`config.mk`:
```
export PLATFORM = sky130hd
export DESIGN_NAME = vga_ball_engine
export DESIGN_NICKNAME = d
export VERILOG_FILES = /design/src/rtl/vga_ball_engine.sv
export SDC_FILE = /design/constraint.sdc
export NUM_CORES = 1
export LEC_CHECK = 0
export BUFFER_PORTS_ARGS = -buffer_cell sky130_fd_sc_hd__buf_4
export CAP_MARGIN = 20
export CORE_UTILIZATION = 35
export CTS_BUF_LIST = sky130_fd_sc_hd__clkbuf_8
export CTS_CLUSTER_SIZE = 16
export DETAILED_ROUTE_END_ITERATION = 10
export GPL_TIMING_DRIVEN = 0
export PLACE_DENSITY = 0.62
export SLEW_MARGIN = 20
export SYNTH_ARGS = -nofsm -noshare
export SYNTH_HDL_FRONTEND = slang
export SYNTH_SLANG_ARGS = --single-unit
```
`constraint.sdc`:
```
create_clock -name clock -period 9 [get_ports clock]
set_clock_uncertainty 0.2 [all_clocks]
set_input_delay 0.9 -clock clock [delete_from_list [all_inputs] [get_ports clock]]
set_output_delay 0.9 -clock clock [all_outputs]
set_load 0.01 [all_outputs]
```
`src/rtl/vga_ball_engine.sv`:
```
// vga_ball_engine: breakout ball motion (one step per frame) and ball pixel render.
// Define VGA_BALL_ROUND_EN to render a round ball; collision geometry stays square.
module vga_ball_engine #(
   parameter int H_ACTIVE  = 640,
   parameter int V_ACTIVE  = 480,
   parameter int BALL_SIZE = 10,
   parameter int SPEED     = 2,
   parameter int PADDLE_Y  = 450,
   parameter int PADDLE_W  = 64
) (
   input  logic       clock,
   input  logic       reset,
   input  logic       pixel_tick,
   input  logic [9:0] pixel_x,
   input  logic [9:0] pixel_y,
   input  logic [9:0] paddle_x,
   input  logic       launch,
   input  logic       brick_hit,
   output logic       ball_on,
   output logic [9:0] ball_x,
   output logic [9:0] ball_y,
   output logic       paddle_hit,
   output logic       miss
);
   localparam logic [10:0] XMAX     = 11'(H_ACTIVE - BALL_SIZE);
   localparam logic [10:0] SPD      = 11'(SPEED);
   localparam logic [10:0] BS       = 11'(BALL_SIZE);
   localparam logic [10:0] BS1      = 11'(BALL_SIZE - 1);
   localparam logic [10:0] PY       = 11'(PADDLE_Y);
   localparam logic [10:0] PW1      = 11'(PADDLE_W - 1);
   localparam logic [10:0] VA       = 11'(V_ACTIVE);
   localparam logic [10:0] HALFPAD  = 11'(PADDLE_W / 2);
   localparam logic [10:0] HALFBALL = 11'(BALL_SIZE / 2);
   localparam logic [9:0]  XREST    = 10'((H_ACTIVE - BALL_SIZE) / 2);
   localparam logic [9:0]  YREST    = 10'(PADDLE_Y - BALL_SIZE);

   typedef enum logic [1:0] {IDLE, MOVE, MISS} stateType;

   stateType    state;
   logic        dirRight, dirUp, brickFlag;
   logic        frameTick, upEff, nextRight, nextUp, padHit, ballLost, inBox, shapeOk;
   logic [10:0] bx, by, px, py, xPlus, yDown, padCenter, idleRaw;
   logic [9:0]  nx, ny, idleX;

   assign frameTick = pixel_tick && pixel_x == 10'd0 && pixel_y == 10'(V_ACTIVE);

   // next-frame position and direction; 11-bit sums so edge tests never wrap
   always_comb begin
      bx = {1'b0, ball_x};
      by = {1'b0, ball_y};
      px = {1'b0, pixel_x};
      py = {1'b0, pixel_y};
      upEff = brickFlag ? !dirUp : dirUp;
      xPlus = bx + SPD;
      nx = dirRight ? (xPlus > XMAX ? XMAX[9:0] : xPlus[9:0]) : (bx < SPD ? 10'd0 : ball_x - SPD[9:0]);
      nextRight = dirRight ? xPlus <= XMAX : bx < SPD;
      yDown = by + SPD;
      padHit = !upEff && by + BS1 < PY && yDown + BS1 >= PY
               && {1'b0, nx} + BS1 >= {1'b0, paddle_x} && {1'b0, nx} <= {1'b0, paddle_x} + PW1;
      ballLost = !upEff && !padHit && yDown + BS > VA;
      ny = upEff ? (by < SPD ? 10'd0 : ball_y - SPD[9:0]) : padHit ? YREST : ballLost ? ball_y : yDown[9:0];
      nextUp = upEff ? by >= SPD : padHit;
      padCenter = {1'b0, paddle_x} + HALFPAD;
      idleRaw = padCenter < HALFBALL ? 11'd0 : padCenter - HALFBALL;
      idleX = idleRaw > XMAX ? XMAX[9:0] : idleRaw[9:0];
      inBox = px >= bx && px <= bx + BS1 && py >= by && py <= by + BS1;
   end

`ifdef VGA_BALL_ROUND_EN
   logic [10:0] twoDx, twoDy, ax, ay;
   logic [11:0] sqx, sqy;

   // circle test relative to the ball centre, doubled to stay in integers
   always_comb begin
      twoDx = (px - bx) << 1;
      twoDy = (py - by) << 1;
      ax = twoDx >= BS1 ? twoDx - BS1 : BS1 - twoDx;
      ay = twoDy >= BS1 ? twoDy - BS1 : BS1 - twoDy;
      sqx = 12'(ax) * 12'(ax);
      sqy = 12'(ay) * 12'(ay);
      shapeOk = sqx + sqy <= 12'(BALL_SIZE * BALL_SIZE);
   end
`else
   assign shapeOk = 1'b1;
`endif

   // game state machine; ball moves only on the frame tick
   always_ff @(posedge clock or posedge reset) begin
      if (reset) begin
         state <= IDLE;
         ball_x <= XREST;
         ball_y <= YREST;
         dirRight <= 1'b1;
         dirUp <= 1'b1;
         brickFlag <= 1'b0;
         paddle_hit <= 1'b0;
         miss <= 1'b0;
      end else begin
         paddle_hit <= 1'b0;
         miss <= 1'b0;
         brickFlag <= brick_hit || (brickFlag && !(state == MOVE && frameTick));
         case (state)
            IDLE: begin
               if (frameTick) begin
                  ball_x <= idleX;
                  ball_y <= YREST;
                  dirRight <= 1'b1;
                  dirUp <= 1'b1;
               end
               if (launch) state <= MOVE;
            end
            MOVE: if (frameTick) begin
               ball_x <= nx;
               ball_y <= ny;
               dirRight <= nextRight;
               dirUp <= nextUp;
               paddle_hit <= padHit;
               if (ballLost) begin
                  state <= MISS;
                  miss <= 1'b1;
               end
            end
            MISS: if (frameTick) state <= IDLE;
            default: state <= IDLE;
         endcase
      end
   end

   // ball pixel flag, registered on the pixel enable so it trails the scan by one clock
   always_ff @(posedge clock or posedge reset) begin
      if (reset) ball_on <= 1'b0;
      else if (pixel_tick) ball_on <= inBox && shapeOk && state != MISS;
   end
endmodule
```
==> results of run 1 <==
[where the power goes]
group	switching, mW	internal (mW)	leakage [nW]	total, mW
clock network	0.0455	0.0317	0.0217	0.0772
registers	0.000137	0.122	0.310	0.122
logic	0.0411	0.0346	2.04	0.0757
[worst max-delay path, cell delays in order (launching register included)]
cell and delay [ns]:
dfstp_2 0.58, buf_4 0.17, inv_1 0.10, ha_1 0.42, nand2_1 0.07, a21oi_1 0.19
a311oi_2 0.08, o31ai_1 0.59, o21ai_0 0.26, inv_1 0.16, ha_1 0.22, nand2_1 0.07
o21ai_1 0.33, o21ai_0 0.20, xnor2_1 0.24, ha_1 0.28, nand4_1 0.10, a21oi_1 0.06
o311ai_0 0.42, nand2_1 0.20, a211oi_4 0.52, a31oi_4 0.22, nand2_1 0.19, a2bb2oi_1 0.28
[metal layers]
| metal | up-vias | track usage [%] |
|---|---|---|
| li1 | 2506 | - |
| met1 | 2411 | 27.1 |
| met2 | 208 | 36.0 |
| met3 | 26 | 2.68 |
| met4 | 0 | 4.86 |
| met5 | - | 0 |
[synth_stat cells (all sizes together) (4+ instances only)]
master / number / share of area, %
xnor2: 52 / 9.2
o21ai: 46 / 4.6
and3: 5 / 0.63
nand2: 57 / 4.3
or3: 5 / 0.63
nand3: 27 / 2.7
nor3: 17 / 1.7
clkinv: 4 / 0.30
nand4: 10 / 1.3
a211oi: 8 / 1.5
a21oi: 42 / 4.2
a21o: 10 / 1.5
clkbuf: 14 / 1.1
xor2: 5 / 0.88
o311ai: 5 / 0.88
a22oi: 7 / 1.1
and4: 5 / 0.88
o211ai: 5 / 0.76
o21a: 9 / 1.4
dfstp: 13 / 6.9
nor4: 10 / 1.8
ha: 75 / 19
buf: 20 / 2.4
nand2b: 8 / 1.0
dfrtp: 14 / 7.1
nor2b: 8 / 1.0
a21boi: 5 / 0.76
nor2: 41 / 3.1
o221ai: 4 / 0.71
inv: 40 / 3.0
a31oi: 7 / 1.2
a311oi: 5 / 1.0
o22ai: 8 / 1.1
a32oi: 4 / 0.86
mux2i: 4 / 0.81
[cells by family (layout without fill, tap and decap cells)]
| kind of cell | Yosys count | after routing | share of synthesized area (%) |
|---|---|---|---|
| and+or+nand+nor | 207 | 207 | 21.5 |
| AOI/OAI and AO/OA | 197 | 197 | 27.4 |
| buffers and inverters | 78 | 136 | 6.77 |
| adders and majority gates | 76 | 76 | 19.2 |
| xor gates and xnor gates | 57 | 57 | 10.1 |
| DFF | 27 | 27 | 14.0 |
| muxes | 5 | 5 | 1.04 |
| other | 1 | 1 | 0.0757 |
[how the worst max path moves through the flow]
stage / to / slack (ns) / depth (start not counted)
after floorplan: ball_y[1]$_DFFE_PP0P_ / 3.97 / 25
after global placement: ball_y[8]$_DFFE_PP1P_ / 2.94 / 23
after detailed placement: ball_y[8]$_DFFE_PP1P_ / 2.92 / 23
after CTS: ball_y[8]$_DFFE_PP1P_ / 2.88 / 23
after global routing: ball_y[8]$_DFFE_PP1P_ / 2.33 / 23
final: ball_y[8]$_DFFE_PP1P_ / 2.75 / 23
[final cells by class]
type	instances	area (um2)	area share [%]
Inverter	44	165	2.93
Multi-Input combinational cell	543	3930	69.7
Buffer	34	170	3.02
Sequential cell	27	692	12.3
Clock inverter	1	7.51	0.133
Timing Repair Buffer	54	405	7.20
Tap cell	180	225	4.00
Clock buffer	3	41.3	0.733
==> results_dict.tcl, run 1 <==
set metrics [dict create \
    status "completed" \
    clk_pin_slew_ns 0.11 \
    p_leak_nw 2.37 \
    via_count 5151 \
    rsz0062_at_grt "false" \
    diodes 0 \
    syn_area_um2 4950 \
    hold_path_depth 1 \
    drv_cap 0 \
    top_layer_used "met4" \
    drcViolationCount 0 \
    wl_met1_um 6680 \
    finalCritPeriodShare_pct 69.4 \
    worstPathRequired_ns 9.01 \
    clock_latency_ns 0.30 \
    ir_drop_mv 0.0665 \
    gp_congestion 0.916 \
    fin_ws_ns 2.75 \
    ctsHoldBuffers 0 \
    grt.total_usage_pct 20.8 \
    rows 43 \
    root_buffer "clkbuf_8" \
    synthesis.nets 758 \
    finalSetupViolCount 0 \
    place_area_um2 5580 \
    utilization_pct 40.7 \
    final_cells 886 \
    dpl.hpwl_um 12300 \
    ys_warn_count 0 \
    wl_per_cell_um 17.0 \
    critPathMaxFanout 9 \
    reg_top3 "ball_x x10, ball_y x9, state x2" \
    cts_tree "built" \
    ff2ff_setup_slack_ns 2.75 \
    fmax_mhz 160 \
    grt_overflow_total 0 \
    wl_um 15000 \
    dr.first_iter.drc_count 341 \
    grt_pass1_vias 4976 \
    final_common_cell "ha_1" \
    final_cell_mix "75 x ha_1, 59 x buf_4, 57 x nand2_1" \
    ys.flop_type "dfrtp_1" \
    antenna_found_initial 0 \
    hp-start "state[1]$_DFFE_PP0P_" \
    post-place-ws_ns 2.92 \
    largest-register "ball_x" \
    area_growth_pct 13.7 \
    clk_path_buf_depth 2 \
    tns_ns 0 \
    timing.hold.ws_ns 0.306 \
    min_path_type "reg -> reg" \
    ys_seq_area_share_pct 14.0 \
    critical_path.startpoint "ball_x[1]$_DFFE_PP1P_" \
    dr_wl_met3_um 871 \
    port_buffers 54 \
    die_w_um 121 \
    dp_cells 882 \
    hold_violations 0 \
    final_nets 817 \
    hold_path_end "state[0]$_DFFE_PP0P_" \
    cp-end-kind "register" \
    cts_buffers 3 \
    synth-async-reset-ratio_pct 100 \
    die_h_um 121 \
    grt_max_degree 28 \
    initial_core_util_pct 35.8 \
    synth_edf_count 0 \
    core_region_area_um2 13800 \
    cts.sinks 27 \
    ant_nets 0 \
    tightest_slew_ns 0.853 \
    synth.ff_latch_count 27 \
    power_uw 275 \
    drive_gt1_share_pct 15.6 \
    layout_min_cycle_time_ns 6.25 \
    largest_reg_flops 10 \
    r2r_end "ball_y[8]$_DFFE_PP1P_" \
    grt_pass1_wl_um 24700 \
    num_io_pins 58 \
    slew_headroom_pct 42.6 \
    route.met2.wl_um 7150 \
    fill_cells 1429 \
    dieArea_um2 14600 \
    cts_htree_levels 1 \
    avgSynthCellArea_um2 7.64 \
    final_area_um2 5630 \
    reg2reg_from "ball_x[1]$_DFFE_PP1P_" \
    critical_path_class "reg -> reg" \
    ctsResizeCount 0 \
    ys_types 82 \
    synthCells 648 \
    firstDrtPassIters 5 \
    viasPerCell 5.81 \
    p_per_area_nw_per_um2 48.8 \
    cp_data_arrival_time_ns 6.26 \
    finalMaxSlewViolations 0 \
    start_kind "register" \
    ff2ff_path_depth 23 \
    cts_setup_buffers 0 \
]
Power figures use the tool's default switching activity.
==> run 2, diff against run 1 <==
==> constraint.sdc (replaced) <==
create_clock -name clock -period 5.79 [get_ports clock]
set_clock_uncertainty 0.2 [all_clocks]
set_input_delay 0.579 -clock clock [delete_from_list [all_inputs] [get_ports clock]]
set_output_delay 0.579 -clock clock [all_outputs]
set_load 0.01 [all_outputs]
==> run 2 against run 1 <==
- highest routed layer unchanged
- critical endpoint is now ball_y[7]$_DFFE_PP1P_
- largest power group unchanged
- register-to-register slack got worse by 2.5 ns
- first-iteration DRC count increased by 5.0%
- sequential share of layout area decreased by 0.18 points
- count of clock-buffer cells in the layout unchanged
- fmax increased by 12%
- cell area increased by 1.5%
==> results_dict.tcl, run 2 (synthesis results as in run 1) <==
set metrics [dict create \
    antenna_found_initial 0 \
    core_region_area_um2 13800 \
    largest_reg_flops 10 \
    fmax_mhz 180 \
    min_path_type "in -> async" \
    tightest_slew_ns 0.864 \
    p_leak_nw 2.38 \
    gp_congestion 0.916 \
    fill_cells 1416 \
    num_io_pins 58 \
    critPathMaxFanout 9 \
    drv_cap 0 \
    layout_min_cycle_time_ns 5.56 \
    grt_pass1_vias 4977 \
    firstDrtPassIters 5 \
    drcViolationCount 0 \
    finalMaxSlewViolations 0 \
    rows 43 \
    clk_path_buf_depth 2 \
    grt.total_usage_pct 20.8 \
    dpl.hpwl_um 12300 \
    area_growth_pct 15.4 \
    final_common_cell "ha_1" \
    cts_tree "built" \
    cp_data_arrival_time_ns 5.57 \
    dieArea_um2 14600 \
    slew_headroom_pct 41.9 \
    largest-register "ball_x" \
    grt_max_degree 28 \
    wl_um 15000 \
    drive_gt1_share_pct 17.1 \
    multi_input_area_um2 3990 \
    final_cells 889 \
    root_buffer "clkbuf_8" \
    cts_buffers 3 \
    reg_top3 "ball_x x10, ball_y x9, state x2" \
    clk_pin_slew_ns 0.11 \
    cp-end-kind "register" \
    finalCritPeriodShare_pct 95.9 \
    cts_htree_levels 1 \
    final_area_um2 5710 \
    ant_nets 0 \
    finalSetupViolCount 0 \
    dp_cells 882 \
    die_w_um 121 \
    wl_per_cell_um 16.9 \
    via_count 5156 \
    viasPerCell 5.80 \
    grt_pass1_wl_um 24800 \
    dr.first_iter.drc_count 358 \
    worstPathRequired_ns 5.80 \
    final_nets 820 \
    critical_path_class "reg -> reg" \
    die_h_um 121 \
    place_area_um2 5580 \
    clock_latency_ns 0.30 \
    diodes 0 \
    port_buffers 54 \
    cts.sinks 27 \
    initial_core_util_pct 35.8 \
    hold_violations 0 \
    seqCellArea_um2 692 \
    status "completed" \
    start_kind "register" \
    p_per_area_nw_per_um2 75.0 \
    ctsHoldBuffers 0 \
    ir_drop_mv 0.103 \
    final_cell_mix "73 x ha_1, 62 x buf_4, 57 x nand2_1" \
    grt_overflow_total 0 \
]
run 2: cell count changes in the layout (fill, tap and decap cells not counted), moves of 2 or more:
cell     before  now
buf_4        59   62
o21ai_0      44   41
ha_1         75   73
ha_2          0    2
o21ai_1       2    4
run 2: per-layer routing:
metal	track usage (%)	share of wire, %
met1	27.2	45
met2	36.1	48
met3	2.68	5.1
met4	4.86	2.1
met5	0	0
run 2: per-stage QoR:
| step | setup slack, ns | power, mW | utilization [%] | hold WS (ns) | TNS, ns |
|---|---|---|---|---|---|
| finish | 0.235 | 0.429 | 41.3 | 0.140 | 0 |
| global route | -0.0155 | 0.454 | 41.3 | 0.181 | -0.0155 |
| CTS | 0.0620 | 0.434 | 40.9 | 0.243 | 0 |
| detailed placement | -0.287 | 0.310 | 40.4 | 0.290 | -2.28 |
| global placement | -0.267 | 0.306 | 40.4 | 0.286 | -1.70 |
| floorplan | 0.763 | 0.264 | - | 0.260 | 0 |
run 2: timing repair:
action | CTS | global route
buffers inserted | 2 | 1
endpoints found under the setup margin | 12 | 13
gates resized for setup | 4 | 11
pin swaps | 1 | 3
run 2: path summary, 6_finish.rpt:
path / start / end / slack (ns) / depth (start not counted)
max: ball_x[1]$_DFFE_PP1P_ / ball_y[7]$_DFFE_PP1P_ / 0.23 / 23
min reg2reg: state[1]$_DFFE_PP0P_ / state[0]$_DFFE_PP0P_ / 0.31 / 1
max in group asynchronous: reset / ball_x[2]$_DFFE_PP0P_ / 4.84 / 2
min in group clock: brick_hit / brickFlag$_DFF_PP0_ / 0.25 / 2
max reg2reg: ball_x[1]$_DFFE_PP1P_ / ball_y[7]$_DFFE_PP1P_ / 0.23 / 23
min: reset / ball_y[2]$_DFFE_PP0P_ / 0.14 / 2
run 2: worst max-delay path: stages (launching register included):
cell and delay [ns]:
dfstp_2 0.58, buf_4 0.18, inv_1 0.10, ha_2 0.41, nand2_1 0.06, a21oi_1 0.17
a311oi_2 0.05, buf_4 0.17, o31ai_4 0.34, a21oi_1 0.11, nor3_1 0.40, o21ai_0 0.21
nor2b_1 0.22, nand2_1 0.09, xnor2_1 0.16, ha_1 0.31, nand4_1 0.10, a21oi_1 0.06
o311ai_1 0.33, nand2_1 0.18, a211oi_4 0.37, a31oi_4 0.19, nand2_1 0.20, a2bb2oi_1 0.27
run 2: report_power, final:
group / leakage [nW] / switching (mW) / total (mW) / internal (mW)
Sequential: 0.310 / 0.000214 / 0.190 / 0.189
Combinational: 2.05 / 0.0640 / 0.118 / 0.0538
Clock: 0.0217 / 0.0719 / 0.121 / 0.0493
Total: 2.38 / 0.136 / 0.429 / 0.292
run 2: area by class of cell:
class                           count  share of cell area (%)
Multi-Input combinational cell    543                    69.7
Sequential cell                    27                    12.1
Timing Repair Buffer               57                    7.49
Tap cell                          180                    3.94
Buffer                             34                    2.98
Inverter                           44                    2.89
Clock buffer                        3                   0.723
Clock inverter                      1                   0.131
==> run 3, diff against run 2 <==
--- a/config.mk
+++ b/config.mk
@@ -7,12 +7,12 @@
 export LEC_CHECK = 0
 export BUFFER_PORTS_ARGS = -buffer_cell sky130_fd_sc_hd__buf_4
 export CAP_MARGIN = 20
-export CORE_UTILIZATION = 35
+export CORE_UTILIZATION = 26
 export CTS_BUF_LIST = sky130_fd_sc_hd__clkbuf_8
 export CTS_CLUSTER_SIZE = 16
 export DETAILED_ROUTE_END_ITERATION = 10
 export GPL_TIMING_DRIVEN = 0
-export PLACE_DENSITY = 0.62
+export PLACE_DENSITY = 0.52
 export SLEW_MARGIN = 20
 export SYNTH_ARGS = -nofsm -noshare
 export SYNTH_HDL_FRONTEND = slang
==> run 3 against run 2 <==
- the flow now finishes with violations (DRC)
- sequential share of layout area shrank 0.15 points
- combinational power is essentially flat
- utilization fell by 10 points
- critical path depth stayed put
- sequential cell count stayed put
- power rose by 2.1%
- cell count is 6.3% higher
- clock power increased by 8%
- first-iteration DRC count increased by 30%
- sequential power about the same
- critical endpoint is now ball_y[9]$_DFFE_PP0P_
==> results_dict.tcl, run 3 (synthesis results as in run 1) <==
set metrics [dict create \
    drive_gt1_share_pct 17.3 \
    grt_max_degree 28 \
    hold_violations 0 \
    drcViolationCount 2 \
    largest_reg_flops 10 \
    min_path_type "in -> async" \
    antenna_found_initial 0 \
    die_w_um 140 \
    clock_latency_ns 0.30 \
    max_stage_delay_ns 0.58 \
    ant_nets 0 \
    start_kind "register" \
    p_per_area_nw_per_um2 75.6 \
    finalMaxSlewViolations 0 \
    tightest_slew_ns 0.796 \
    layout_min_cycle_time_ns 5.47 \
    finalCritPeriodShare_pct 94.5 \
    worstPathRequired_ns 5.84 \
    place_area_um2 5650 \
    ff2ff_setup_slack_ns 0.32 \
    reg_top3 "ball_x x10, ball_y x9, state x2" \
    reg2reg_from "ball_x[1]$_DFFE_PP1P_" \
    final_area_um2 5790 \
    slew_headroom_pct 46.8 \
    initial_core_util_pct 26.5 \
    gp_congestion 0.917 \
    viasPerCell 5.38 \
    largest-register "ball_x" \
    core_region_area_um2 18700 \
    dpl.hpwl_um 12800 \
    cp-end-kind "register" \
    timing.hold.ws_ns 0.149 \
    via_count 5086 \
    dp_cells 936 \
    cp_data_arrival_time_ns 5.52 \
    drv_cap 0 \
    cts_htree_levels 1 \
    final_nets 822 \
    die_h_um 140 \
    cts_buffers 3 \
    final_cells 945 \
    rsz0062_at_grt "false" \
    diodes 0 \
    cts_tree "built" \
    fmax_mhz 183 \
    final_common_cell "ha_1" \
    clk_path_buf_depth 2 \
    grt_overflow_total 0 \
    power_uw 438 \
    r2r_end "ball_y[9]$_DFFE_PP0P_" \
    p_leak_nw 2.41 \
    failed_checks "DRC" \
    path_delay_family "compound AO/OA/AOI/OAI gates" \
    cts.sinks 27 \
    rows 50 \
    wl_per_cell_um 16.8 \
    root_buffer "clkbuf_8" \
    status "finished with violations" \
    critPathMaxFanout 9 \
    critPathSlowestCell "dfstp_2" \
    dieArea_um2 19600 \
    num_io_pins 58 \
    finalSetupViolCount 0 \
    post-place-ws_ns -0.409 \
    grt.total_usage_pct 16.0 \
    critical_path_class "reg -> reg" \
    firstDrtPassIters 8 \
    area_growth_pct 16.9 \
    grt_pass1_wl_um 25400 \
    clk_pin_slew_ns 0.12 \
    critPathBufInv 4 \
    port_buffers 54 \
    wl_um 15900 \
    ff2ff_path_depth 23 \
    grt_pass1_vias 4762 \
    dr.first_iter.drc_count 464 \
    crit_chain "buf_4, inv_1, ha_2, nand2_1, a21oi_1, a311oi_2, o31ai_4, o21ai_0, inv_1, ha_1, nand2_1, o21ai_4, nor2_1, ha_1, a41oi_1, a21oi_1, o311ai_1, nand2_1, a211oi_4, buf_4, nand2_1, o2111a_1, nor2_1" \
    ir_drop_mv 0.0808 \
    final_cell_mix "74 x ha_1, 64 x buf_4, 57 x nand2_1" \
    crit_top_cell "nand2_1" \
    fin_ws_ns 0.317 \
]
run 3: cell types whose count changed in the layout (fill, tap and decap cells not counted), sizes merged:
| cell | delta |
|---|---|
| clkinv | -1 |
| clkinvlp | +1 |
| buf | +2 |
run 3: metrics by stage:
stage	setup TNS [ns]	util, %
finish	0	30.9
global route	0	30.9
CTS	0	30.6
detailed placement	-3.77	30.2
global placement	-3.45	30.2
floorplan	0	-
run 3: layout make-up:
class	instances	area, um2
well taps	234	293
clock inverters	1	7.51
inverters	44	169
fillers	2015	12900
flip-flops and latches	27	692
repair buffers	59	443
clock buffers	3	41.3
plain buffers	34	170
multi-input cells	543	3970
run 3: per-layer routing:
metal  share of wire [%]  up-vias  GRT usage, %
met5                   0        -             0
met4                 1.0        0          2.37
met3                 3.6       17          1.16
met2                  47      146          27.2
met1                  49     2416          22.4
li1                    -     2507             -
run 3: worst max path at each step:
stage | start | to | slack (ns) | cells after the start
after floorplan | ball_x[1]$_DFFE_PP1P_ | ball_y[1]$_DFFE_PP0P_ | 0.76 | 25
after global placement | ball_x[1]$_DFFE_PP1P_ | ball_y[1]$_DFFE_PP0P_ | -0.41 | 24
after detailed placement | ball_x[1]$_DFFE_PP1P_ | ball_y[1]$_DFFE_PP0P_ | -0.41 | 24
after CTS | ball_x[1]$_DFFE_PP1P_ | ball_y[1]$_DFFE_PP0P_ | 0.05 | 24
after global routing | ball_x[1]$_DFFE_PP1P_ | ball_y[1]$_DFFE_PP0P_ | 0.01 | 23
final | ball_x[1]$_DFFE_PP1P_ | ball_y[9]$_DFFE_PP0P_ | 0.32 | 23
run 3: what timing repair did:
item                       CTS  global route
hold buffers                 0             0
pin swaps                    1             6
gates resized for setup      4            10
setup buffers                2             3
setup endpoints to repair   13            13
cloned                       0             0
run 3: power breakdown:
group          total, mW  switching [mW]  internal (mW)
Clock              0.131          0.0817         0.0496
Combinational      0.116          0.0631         0.0534
Sequential         0.190        0.000321          0.189
Total              0.438           0.145          0.292
